**src/rtl/life_engine_2d.sv**
```systemverilog
// life_engine_2d: ROWS x COLS Game of Life (B3/S23) engine.
// Provides run/pause/single-step control, bulk load, a saturating generation
// counter, a population count and still-life/extinction flags.
// All outputs are direct images of registers.
module life_engine_2d #(
  parameter int ROWS      = 8,
  parameter int COLS      = 8,
  parameter int WRAP      = 1,
  parameter int AUTO_HALT = 1,
  parameter int GEN_W     = 16,
  parameter logic [ROWS*COLS-1:0] INIT_GRID = {(ROWS*COLS){1'b1}}
) (
  input  logic                             clk,
  input  logic                             rst,
  input  logic                             tick,
  input  logic                             cmd_run,
  input  logic                             cmd_pause,
  input  logic                             cmd_step,
  input  logic                             load_valid,
  input  logic [ROWS*COLS-1:0]             load_data,
  output logic [ROWS*COLS-1:0]             grid_out,
  output logic                             running,
  output logic [GEN_W-1:0]                 gen_count,
  output logic [$clog2(ROWS*COLS+1)-1:0]   pop_count,
  output logic                             stable,
  output logic                             extinct
);

  localparam int N  = ROWS * COLS;
  localparam int PW = $clog2(N + 1);

  typedef enum logic [0:0] {
    PAUSED  = 1'b0,
    RUNNING = 1'b1
  } state_t;

  // Number of set bits in a full grid image.
  function automatic logic [PW-1:0] popcount(input logic [N-1:0] v);
    logic [N-1:0]  t;
    logic [PW-1:0] p;
    t = v;
    p = {PW{1'b0}};
    for (int i = 32'sd0; i < N; i++) begin
      p = p + PW'(t[0]);
      t = t >> 1'b1;
    end
    return p;
  endfunction

  // Number of live cells among the eight neighbours of one cell.
  function automatic logic [3:0] count8(input logic [7:0] v);
    return {3'b000, v[0]} + {3'b000, v[1]} + {3'b000, v[2]} + {3'b000, v[3]}
         + {3'b000, v[4]} + {3'b000, v[5]} + {3'b000, v[6]} + {3'b000, v[7]};
  endfunction

  state_t           state_r, state_nxt_s;
  logic             step_pending_r, step_nxt_s;
  logic [N-1:0]     grid_r, grid_nxt_s;
  logic [GEN_W-1:0] gen_r, gen_nxt_s;
  logic [PW-1:0]    pop_r, pop_nxt_s;
  logic             stable_r, stable_nxt_s;
  logic             extinct_r, extinct_nxt_s;
  logic [N-1:0]     next_s;
  logic             same_s;
  logic             do_update_s;

  // Per-cell B3/S23 rule; neighbour indices and edge masks are resolved at
  // elaboration so the datapath is pure wiring plus a small adder per cell.
  for (genvar r = 0; r < ROWS; r++) begin : g_row
    for (genvar c = 0; c < COLS; c++) begin : g_col
      localparam int RN = (r + ROWS - 1) % ROWS;
      localparam int RS = (r + 1) % ROWS;
      localparam int CW = (c + COLS - 1) % COLS;
      localparam int CE = (c + 1) % COLS;
      localparam bit HN = (WRAP != 0) || (r > 0);
      localparam bit HS = (WRAP != 0) || (r < ROWS - 1);
      localparam bit HW = (WRAP != 0) || (c > 0);
      localparam bit HE = (WRAP != 0) || (c < COLS - 1);

      logic [7:0] nb_s;
      logic [3:0] cnt_s;

      assign nb_s[0] = (HN)       ? grid_r[RN*COLS + c ] : 1'b0;
      assign nb_s[1] = (HS)       ? grid_r[RS*COLS + c ] : 1'b0;
      assign nb_s[2] = (HW)       ? grid_r[r*COLS  + CW] : 1'b0;
      assign nb_s[3] = (HE)       ? grid_r[r*COLS  + CE] : 1'b0;
      assign nb_s[4] = (HN && HW) ? grid_r[RN*COLS + CW] : 1'b0;
      assign nb_s[5] = (HN && HE) ? grid_r[RN*COLS + CE] : 1'b0;
      assign nb_s[6] = (HS && HW) ? grid_r[RS*COLS + CW] : 1'b0;
      assign nb_s[7] = (HS && HE) ? grid_r[RS*COLS + CE] : 1'b0;
      assign cnt_s   = count8(nb_s);
      assign next_s[r*COLS + c] = (cnt_s == 4'd3) | (grid_r[r*COLS + c] & (cnt_s == 4'd2));
    end
  end

  assign same_s = (next_s == grid_r);

  // Next-state for control and datapath: load beats pause beats run/step;
  // the update decision uses the state as it was before this edge.
  always_comb begin
    state_nxt_s   = state_r;
    step_nxt_s    = step_pending_r;
    grid_nxt_s    = grid_r;
    gen_nxt_s     = gen_r;
    pop_nxt_s     = pop_r;
    stable_nxt_s  = stable_r;
    extinct_nxt_s = extinct_r;
    do_update_s   = 1'b0;
    if (load_valid) begin
      grid_nxt_s    = load_data;
      gen_nxt_s     = {GEN_W{1'b0}};
      stable_nxt_s  = 1'b0;
      extinct_nxt_s = (load_data == {N{1'b0}});
      pop_nxt_s     = popcount(load_data);
      state_nxt_s   = PAUSED;
      step_nxt_s    = 1'b0;
    end else if (cmd_pause) begin
      state_nxt_s = PAUSED;
      step_nxt_s  = 1'b0;
    end else begin
      do_update_s = tick & ((state_r == RUNNING) | step_pending_r);
      case (state_r)
        PAUSED: begin
          if (cmd_run) begin
            state_nxt_s = RUNNING;
            step_nxt_s  = 1'b0;
          end else if (cmd_step) begin
            step_nxt_s = 1'b1;
          end else begin
            step_nxt_s = step_pending_r;
          end
        end
        RUNNING: begin
          state_nxt_s = RUNNING;
        end
        default: begin
          state_nxt_s = PAUSED;
          step_nxt_s  = 1'b0;
        end
      endcase
      if (do_update_s) begin
        grid_nxt_s    = next_s;
        gen_nxt_s     = (gen_r == {GEN_W{1'b1}}) ? gen_r : gen_r + {{(GEN_W-1){1'b0}}, 1'b1};
        stable_nxt_s  = same_s;
        extinct_nxt_s = (next_s == {N{1'b0}});
        pop_nxt_s     = popcount(next_s);
        step_nxt_s    = 1'b0;
        if ((state_r == RUNNING) && (AUTO_HALT != 0) && same_s) begin
          state_nxt_s = PAUSED;
        end else begin
          state_nxt_s = state_nxt_s;
        end
      end else begin
        grid_nxt_s = grid_r;
      end
    end
  end

  // State and datapath registers with asynchronous reset to the initial image.
  always_ff @(posedge clk or posedge rst) begin
    if (rst) begin
      state_r        <= PAUSED;
      step_pending_r <= 1'b0;
      grid_r         <= INIT_GRID;
      gen_r          <= {GEN_W{1'b0}};
      pop_r          <= popcount(INIT_GRID);
      stable_r       <= 1'b0;
      extinct_r      <= (INIT_GRID == {N{1'b0}});
    end else begin
      state_r        <= state_nxt_s;
      step_pending_r <= step_nxt_s;
      grid_r         <= grid_nxt_s;
      gen_r          <= gen_nxt_s;
      pop_r          <= pop_nxt_s;
      stable_r       <= stable_nxt_s;
      extinct_r      <= extinct_nxt_s;
    end
  end

  assign grid_out  = grid_r;
  assign running   = (state_r == RUNNING);
  assign gen_count = gen_r;
  assign pop_count = pop_r;
  assign stable    = stable_r;
  assign extinct   = extinct_r;

endmodule

```
**config.mk**
```make
export PLATFORM = sky130hd
export DESIGN_NAME = life_engine_2d
export DESIGN_NICKNAME = d
export VERILOG_FILES = /design/src/rtl/life_engine_2d.sv
export SDC_FILE = /design/constraint.sdc
export NUM_CORES = 1
export LEC_CHECK = 0
export ABC_AREA = 1
export BUFFER_PORTS_ARGS = -buffer_cell sky130_fd_sc_hd__buf_2
export CAP_MARGIN = 20
export CORE_UTILIZATION = 64
export CTS_CLUSTER_SIZE = 25
export DETAILED_ROUTE_END_ITERATION = 10
export MAX_ROUTING_LAYER = met4
export PLACE_DENSITY = 0.92
export SLEW_MARGIN = 30
export SYNTH_ARGS = -nofsm -noshare
export SYNTH_HDL_FRONTEND = slang
export SYNTH_SLANG_ARGS = --single-unit
```
**constraint.sdc**
```tcl
create_clock -name clk -period 9.75 [get_ports clk]
set_clock_uncertainty 0.05 [all_clocks]
set_input_delay 1.95 -clock clk [delete_from_list [all_inputs] [get_ports clk]]
set_output_delay 1.95 -clock clk [all_outputs]
set_load 0.05 [all_outputs]
```
==> results of run 1 <==
layout make-up:
| type | count | area, sq um |
|---|---|---|
| clock buffer | 9 | 225 |
| clock inverter | 7 | 58.8 |
| fill | 2334 | 8660 |
| inverter | 646 | 2450 |
| multi-input combinational | 1668 | 15200 |
| sequential | 91 | 2370 |
| tap | 396 | 495 |
| timing repair buffer | 219 | 1240 |
what timing repair did:
action,4_1_cts,5_1_grt
buffers inserted,0,15
endpoints found under the setup margin,0,2
gates resized for setup,0,9
worst max-delay path, delay by kind of cell, from the launching register on:
kind / cells / cell delay [ns]
AOI/OAI and AO/OA: 4 / 0.51
adders and majority gates: 15 / 6.76
buffers and inverters: 9 / 0.60
DFF: 1 / 0.75
and+or+nand+nor: 6 / 0.65
logic make-up after synthesis:
logic type | Yosys count | share of synthesized area
adder cells (fa/ha/maj) | 588 | 0.503
XOR/XNOR | 7 | 0.00306
flip-flops | 91 | 0.118
AND/OR/NAND/NOR | 896 | 0.188
buffers and inverters | 670 | 0.126
AO/OA/AOI/OAI | 177 | 0.0621
routing by layer:
layer  part of all wire  vias to the layer above  track usage
li1                   -                     7860            -
met1               0.36                     8689        0.519
met2               0.46                     1121        0.658
met3               0.12                      290       0.0980
met4              0.067                        0        0.245
met5                  0                        -            -
flip-flops by register name, indices dropped and copies added, names as in the netlist:
name            cells
grid_out           64
running             1
gen_count          16
extinct             1
pop_count           7
step_pending_r      1
stable              1
placed cells by master, fill, tap and decap left out, drive strengths merged, types with 4 or more instances in the layout:
master	count
a21oi	19
a22oi	9
a31oi	4
buf	219
clkbuf	9
clkinvlp	6
dfrtp	26
dfstp	65
fa	363
ha	225
inv	645
nand2	509
nand3	112
nand3b	14
nand4	46
nor2	185
nor3	11
nor4	13
o21a	29
o21ai	49
o21bai	4
o221ai	54
or2	4
xor2	7
stage by stage:
stage	utilization	hold WS, ns	setup slack (ns)
6_report	0.718	0.464	0.359
2_1_floorplan	-	0.507	0.537
5_1_grt	0.718	0.501	0.00647
3_5_place_dp	0.704	0.447	0.336
3_3_place_gp	0.704	0.420	0.484
4_1_cts	0.713	0.478	0.304
synthesized netlist by cell type, types with 2 or more instances:
| cell type | number |
|---|---|
| o21ai_0 | 46 |
| nand3_1 | 111 |
| a21oi_1 | 16 |
| o31ai_1 | 3 |
| dfrtp_1 | 26 |
| a211oi_1 | 2 |
| xor2_1 | 7 |
| ha_1 | 225 |
| inv_2 | 4 |
| o221ai_1 | 54 |
| a21oi_2 | 3 |
| nand2_1 | 509 |
| buf_2 | 3 |
| inv_1 | 642 |
| a21boi_0 | 2 |
| o21ai_1 | 2 |
| nor2_2 | 2 |
| o21bai_1 | 4 |
| clkbuf_1 | 18 |
| nand3b_1 | 14 |
| nand4_1 | 45 |
| nor3_1 | 11 |
| nor4_1 | 13 |
| a22oi_1 | 9 |
| or2_2 | 4 |
| nor2_1 | 181 |
| nor3b_1 | 2 |
| a31oi_1 | 4 |
| buf_1 | 3 |
| fa_1 | 363 |
| dfstp_2 | 65 |
| nor2_4 | 2 |
| o21a_1 | 29 |
path summary, 6_finish.rpt:
kind / end / slack (ns) / cells past startpoint
worst max-delay path: pop_count[6] / 0.36 / 34
worst min-delay path: stable / 0.46 / 2
worst max register to register: pop_count[6] / 0.36 / 34
worst min register to register: stable / 0.46 / 2
max in group asynchronous: pop_count[5] / 6.90 / 3
min in group asynchronous: grid_out[59] / 1.84 / 2
==> metrics, run 1 <==
Avg Vias per Cell 5.92; drt total wl between 60 and 70 mm; post-synthesis cell type count 38; CTS tree yes; Synth async-reset ratio 1.00; Worst Tran Pin Value between 0.9 and 1 ns; Synth warnings 0; top cell type's share of synthesized area 0.363; Routed Antenna Nets 0; status finished clean; Critical Path Start grid_out[1]; Initial Util 0.653; number of synthesized register bits slightly above 90; post-synthesis average cell area 8.25 sq um; endpoints failing setup 0; post-synthesis cell count approximately 2400; drt pass-1 iters 6; # IOs ~160; ant diodes 0; Slew HR 0.358; reg-to-reg startpoint grid_out[1]; share of cells above drive strength 1 0.123; WP data arrival between 9 and 10 ns; Startpoint Class register; post-synthesis sequential area ratio 0.118; drt drc 0; layout net count 3294; global-route wire length before repair slightly below 100 mm; total global-route track usage 0.428; CTS root buf clkbuf_16; Iter 0 DRT Violations 1872; Die Wd ~180 um; fmax approximately 0.11 GHz; clk sinks 91; hold buffers post-CTS 0; top_reg_cell synth dfstp_2; GP Congestion ~1.0; Longest Clk Path Bufs 2; CP dominant cell by count fa_1; Final Max Slew Viols 0; antenna violations before repair 0; Placed Instances between 3000 and 4000; slowest stage delay, CP between 0.7 and 0.8 ns; Max Cap Viol 0; Routed wire per std cell ~21 um; Reg clk slew, reported paths roughly 0.07 ns; Post-Synthesis Cell Area approximately 0.02 sq mm; Final TNS setup 0 ns; Final Hold Vio Count 0; fin crit share 0.963; Setup CP Type reg2reg; PortBufs 160; worst skew pair latency between 0.3 and 0.4 ns; total CTS buffers 9; H-tree levels 3; Hold Path Origin stable; synthesis-to-layout area growth 9.85%; synth top area cells fa_1 36%, ha_1 14%, inv_1 12%; die footprint between 0.03 and 0.04 sq mm; Critical Path End Type register; Vias roughly 18000; placed cell areas approximately 0.022 sq mm; slowest CP cell dfstp_4; worst min path class reg2reg; GR Overflow Total 0; vias in the first global route between 15000 and 20000; RSZ-0062 raised after global routing false; EDFF count, synth 0; Core Footprint just over 0.03 sq mm; syn_nets between 3000 and 4000; height of the die 179 um; non-filler instance count after layout 3036; design area around 0.022 sq mm; crit path max fanout 11; leading area contributor after synthesis fa_1; Tmin final between 9 and 10 ns; Critical Path RT between 9 and 10 ns; # rows 64; pin count of the biggest net entering global routing 63; post-DP HPWL about 53 mm
Power of run 1 is not shown: default switching activity piles up to over one toggle a cycle in this logic, so the estimate is an artifact.
==> inputs of run 2 (changes only) <==
==> constraint.sdc (replaced) <==
create_clock -name clk -period 10.4 [get_ports clk]
set_clock_uncertainty 0.05 [all_clocks]
set_input_delay 2.08 -clock clk [delete_from_list [all_inputs] [get_ports clk]]
set_output_delay 2.08 -clock clk [all_outputs]
set_load 0.05 [all_outputs]
==> metrics, run 2 (synthesized netlist as in run 1, its figures left out) <==
busiest grt layer met2; WP data arrival 9.90 ns; Initial Util 0.653; post-DP HPWL 51.4 mm; CTS tree yes; Critical Path End Type register; CP dominant cell by count fa_1; most frequent cells in the layout 640 x inv_1, 509 x nand2_1, 363 x fa_1; Avg Vias per Cell about 6.1; global-route wire length before repair between 90 and 100 mm; Die Wd 179 um; Final Max Slew Viols 0; share of cells above drive strength 1 0.106; hold buffers post-CTS 0; GP Congestion 1.02; Longest Clk Path Bufs 2; fin crit share 0.931; Slew HR 0.370; Max Cap Viol 0; fmax between 0.1 and 0.15 GHz; M1 GR Usage 0.498; crit path max fanout 9; Tmin final just under 10 ns; RSZ-0062 raised after global routing false; most common cell after layout, fill and taps aside inv_1; synthesis-to-layout area growth 8.03%; clk sinks between 90 and 100; PortBufs 160; status finished clean; CTS root buf clkbuf_16; met2 global-route usage 0.641; Worst Tran Pin Value 0.936 ns; Critical Path RT 10.62 ns; GR Overflow Total 0; drt total wl about 63 mm; drt pass-1 iters 6; Setup Fix Bufs, Post-CTS 0; pre-CTS WS 0.840 ns; CTS resizes 0; endpoints failing setup 0; Core Footprint 0.0307 sq mm; layout net count 3249; drt drc 0; setup ws final 0.722 ns; Iter 0 DRT Violations 1808; pin count of the biggest net entering global routing 60; Vias about 18000; slowest CP cell dfstp_2; die footprint between 0.03 and 0.04 sq mm; Setup CP Type reg2reg; worst min path class reg2reg; Final Hold Vio Count 0; slowest stage delay, CP roughly 0.70 ns; grt met3 use 0.105; max FFs per register 64; Crit path max-delay family adder cells; total global-route track usage 0.426; H-tree levels 3; worst skew pair latency between 0.3 and 0.4 ns; height of the die around 180 um; worst path bufs/invs 8; Final TNS setup 0 ns; Reg clk slew, reported paths ~0.090 ns; vias in the first global route between 15000 and 20000; # rows 64; Routed Antenna Nets 0; total CTS buffers 9; # IOs 161; Startpoint Class register; Routed wire per std cell 21.0 um; antenna violations before repair 1
-- run 2: layer usage --
metal | part of all wire | vias up
met2 | 0.45 | 1283
li1 | - | 7773
met1 | 0.34 | 8630
met5 | 0 | -
met3 | 0.12 | 416
met4 | 0.087 | 0
-- run 2: tightest hold or removal path, stage by stage (launching register included) --
cell and delay (ns):
dfrtp_1 0.35, nand2_1 0.05, nand2_1 0.06
-- run 2: area by class of cell --
class | count | area (sq um)
inverter | 646 | 2430
timing repair buffer | 174 | 906
sequential | 91 | 2360
tap | 396 | 495
fill | 2307 | 9020
multi-input combinational | 1668 | 15200
clock buffer | 10 | 239
antenna | 1 | 2.50
clock inverter | 6 | 47.5
-- run 2: through the flow --
stage               instances  hold slack [ns]  instance area, sq um   util
floorplan                2429            0.507                 20000      -
global placement         2975            0.422                 21400  0.696
detailed placement       2975            0.421                 21400  0.696
CTS                      2991            0.444                 21600  0.706
global route             2992            0.470                 21600  0.706
finish                   2992            0.441                 21600  0.706
-- run 2: worst paths after layout --
path	start	slack, ns	cells after the start	to
worst max-delay path	grid_out[10]	0.72	32	pop_count[6]
worst min-delay path	pop_count[2]	0.44	2	pop_count[2]
worst max register to register	grid_out[10]	0.72	32	pop_count[6]
worst min register to register	pop_count[2]	0.44	2	pop_count[2]
max in group asynchronous	rst	7.40	3	pop_count[1]
min in group asynchronous	rst	2.01	2	grid_out[59]
Power of run 2 is left out for the same reason.
==> inputs of run 3 (changes only) <==
--- a/config.mk
+++ b/config.mk
@@ -8,12 +8,12 @@
 export ABC_AREA = 1
 export BUFFER_PORTS_ARGS = -buffer_cell sky130_fd_sc_hd__buf_2
 export CAP_MARGIN = 20
+export CORE_MARGIN = 2
 export CORE_UTILIZATION = 64
 export CTS_CLUSTER_SIZE = 25
 export DETAILED_ROUTE_END_ITERATION = 10
 export MAX_ROUTING_LAYER = met4
 export PLACE_DENSITY = 0.92
-export SLEW_MARGIN = 30
 export SYNTH_ARGS = -nofsm -noshare
 export SYNTH_HDL_FRONTEND = slang
 export SYNTH_SLANG_ARGS = --single-unit
==> metrics, run 3 (synthesized netlist as in run 1, its figures left out) <==
slowest stage delay, CP roughly 0.65 ns; layout net count 3252; CTS resizes 0; status finished clean; slowest CP cell dfstp_2; height of the die ~180 um; Vias between 15000 and 20000; Startpoint Class register; internal reg-to-reg setup slack 0.77 ns; antenna violations before repair 1; # IOs ~160; GP Congestion about 1.0; Slew HR 0.393; most common cell after layout, fill and taps aside inv_1; Worst Tran Pin Value roughly 0.90 ns; Final Hold Vio Count 0; worst path bufs/invs 8; drt drc 0; Reg clk slew, reported paths 0.07 ns; # rows 64; hold buffers post-CTS 0; Core Footprint slightly above 0.03 sq mm; total global-route track usage 0.404; pin count of the biggest net entering global routing roughly 60; Longest Clk Path Bufs 2; total CTS buffers 9; Max Cap Viol 0; Avg Vias per Cell 5.98; fin crit share 0.926; Setup Fix Bufs, Post-CTS 0; crit path max fanout 8; Crit path max-delay family adder cells; Setup CP Type reg2reg; Final Max Slew Viols 0; max FFs per register 64; fmax 0.104 GHz; CTS root buf clkbuf_16; worst skew pair latency 0.37 ns; placed cell areas about 0.021 sq mm; drt total wl 61.4 mm; Critical Path RT between 10 and 15 ns; Final TNS setup 0 ns; Routed wire per std cell slightly above 20 um; H-tree levels 3; post-DP HPWL about 51 mm; design area 0.0217 sq mm; die footprint about 0.033 sq mm; WP data arrival 9.86 ns; clk sinks 91; most frequent cells in the layout 640 x inv_1, 509 x nand2_1, 363 x fa_1; synthesis-to-layout area growth 8.20%; RSZ-0062 raised after global routing false; GR Overflow Total 0; Iter 0 DRT Violations ~2200; vias in the first global route roughly 19000; PortBufs between 150 and 200; worst min path class reg2reg; Critical Path End Type register; share of cells above drive strength 1 0.107; Die Wd between 150 and 200 um; CTS tree yes; endpoints failing setup 0; Initial Util 0.652; global-route wire length before repair between 90 and 100 mm; Tmin final 9.63 ns; Routed Antenna Nets 0; CP dominant cell by count fa_1; drt pass-1 iters 8
==> run 3: cell type report <==
type,count,area [sq um]
Fill cell,2414,9070
Clock inverter,7,76.3
Inverter,646,2430
Multi-Input combinational cell,1668,15200
Antenna cell,1,2.50
Sequential cell,91,2360
Clock buffer,9,225
Tap cell,396,495
Timing Repair Buffer,177,928
==> run 3: metrics by stage <==
stage / instances / setup slack (ns) / utilization / hold slack [ns]
after floorplan: 2429 / 1.19 / - / 0.507
after global placement: 2978 / 0.958 / 0.695 / 0.417
after detailed placement: 2978 / 0.845 / 0.695 / 0.418
after CTS: 2994 / 0.792 / 0.705 / 0.442
after global routing: 2995 / 0.262 / 0.705 / 0.467
final: 2995 / 0.770 / 0.705 / 0.443
==> run 3: worst register-to-register path: cells and delay by family, from the launching register on <==
| kind | cells | cell delay [ns] |
|---|---|---|
| flops | 1 | 0.65 |
| simple gates | 7 | 0.83 |
| compound gates | 3 | 0.36 |
| fa+ha+maj | 15 | 7.01 |
| buf+inv | 8 | 0.64 |
==> run 3: routing by layer <==
| metal | routed length, um | vias up | track usage |
|---|---|---|---|
| met5 | 0 | - | - |
| met4 | 4640 | 0 | 0.252 |
| met3 | 6840 | 340 | 0.0746 |
| met2 | 28100 | 1202 | 0.626 |
| met1 | 21800 | 8592 | 0.493 |
| li1 | - | 7774 | - |
==> run 3: final timing paths <==
check                             startpoint            end  cells past startpoint
worst max-delay path            grid_out[16]   pop_count[6]                     33
worst min-delay path                  stable         stable                      2
worst max register to register  grid_out[16]   pop_count[6]                     33
worst min register to register        stable         stable                      2
max in group asynchronous                rst   grid_out[41]                      3
min in group asynchronous                rst  gen_count[10]                      2
Power of run 3 is left out for the same reason.
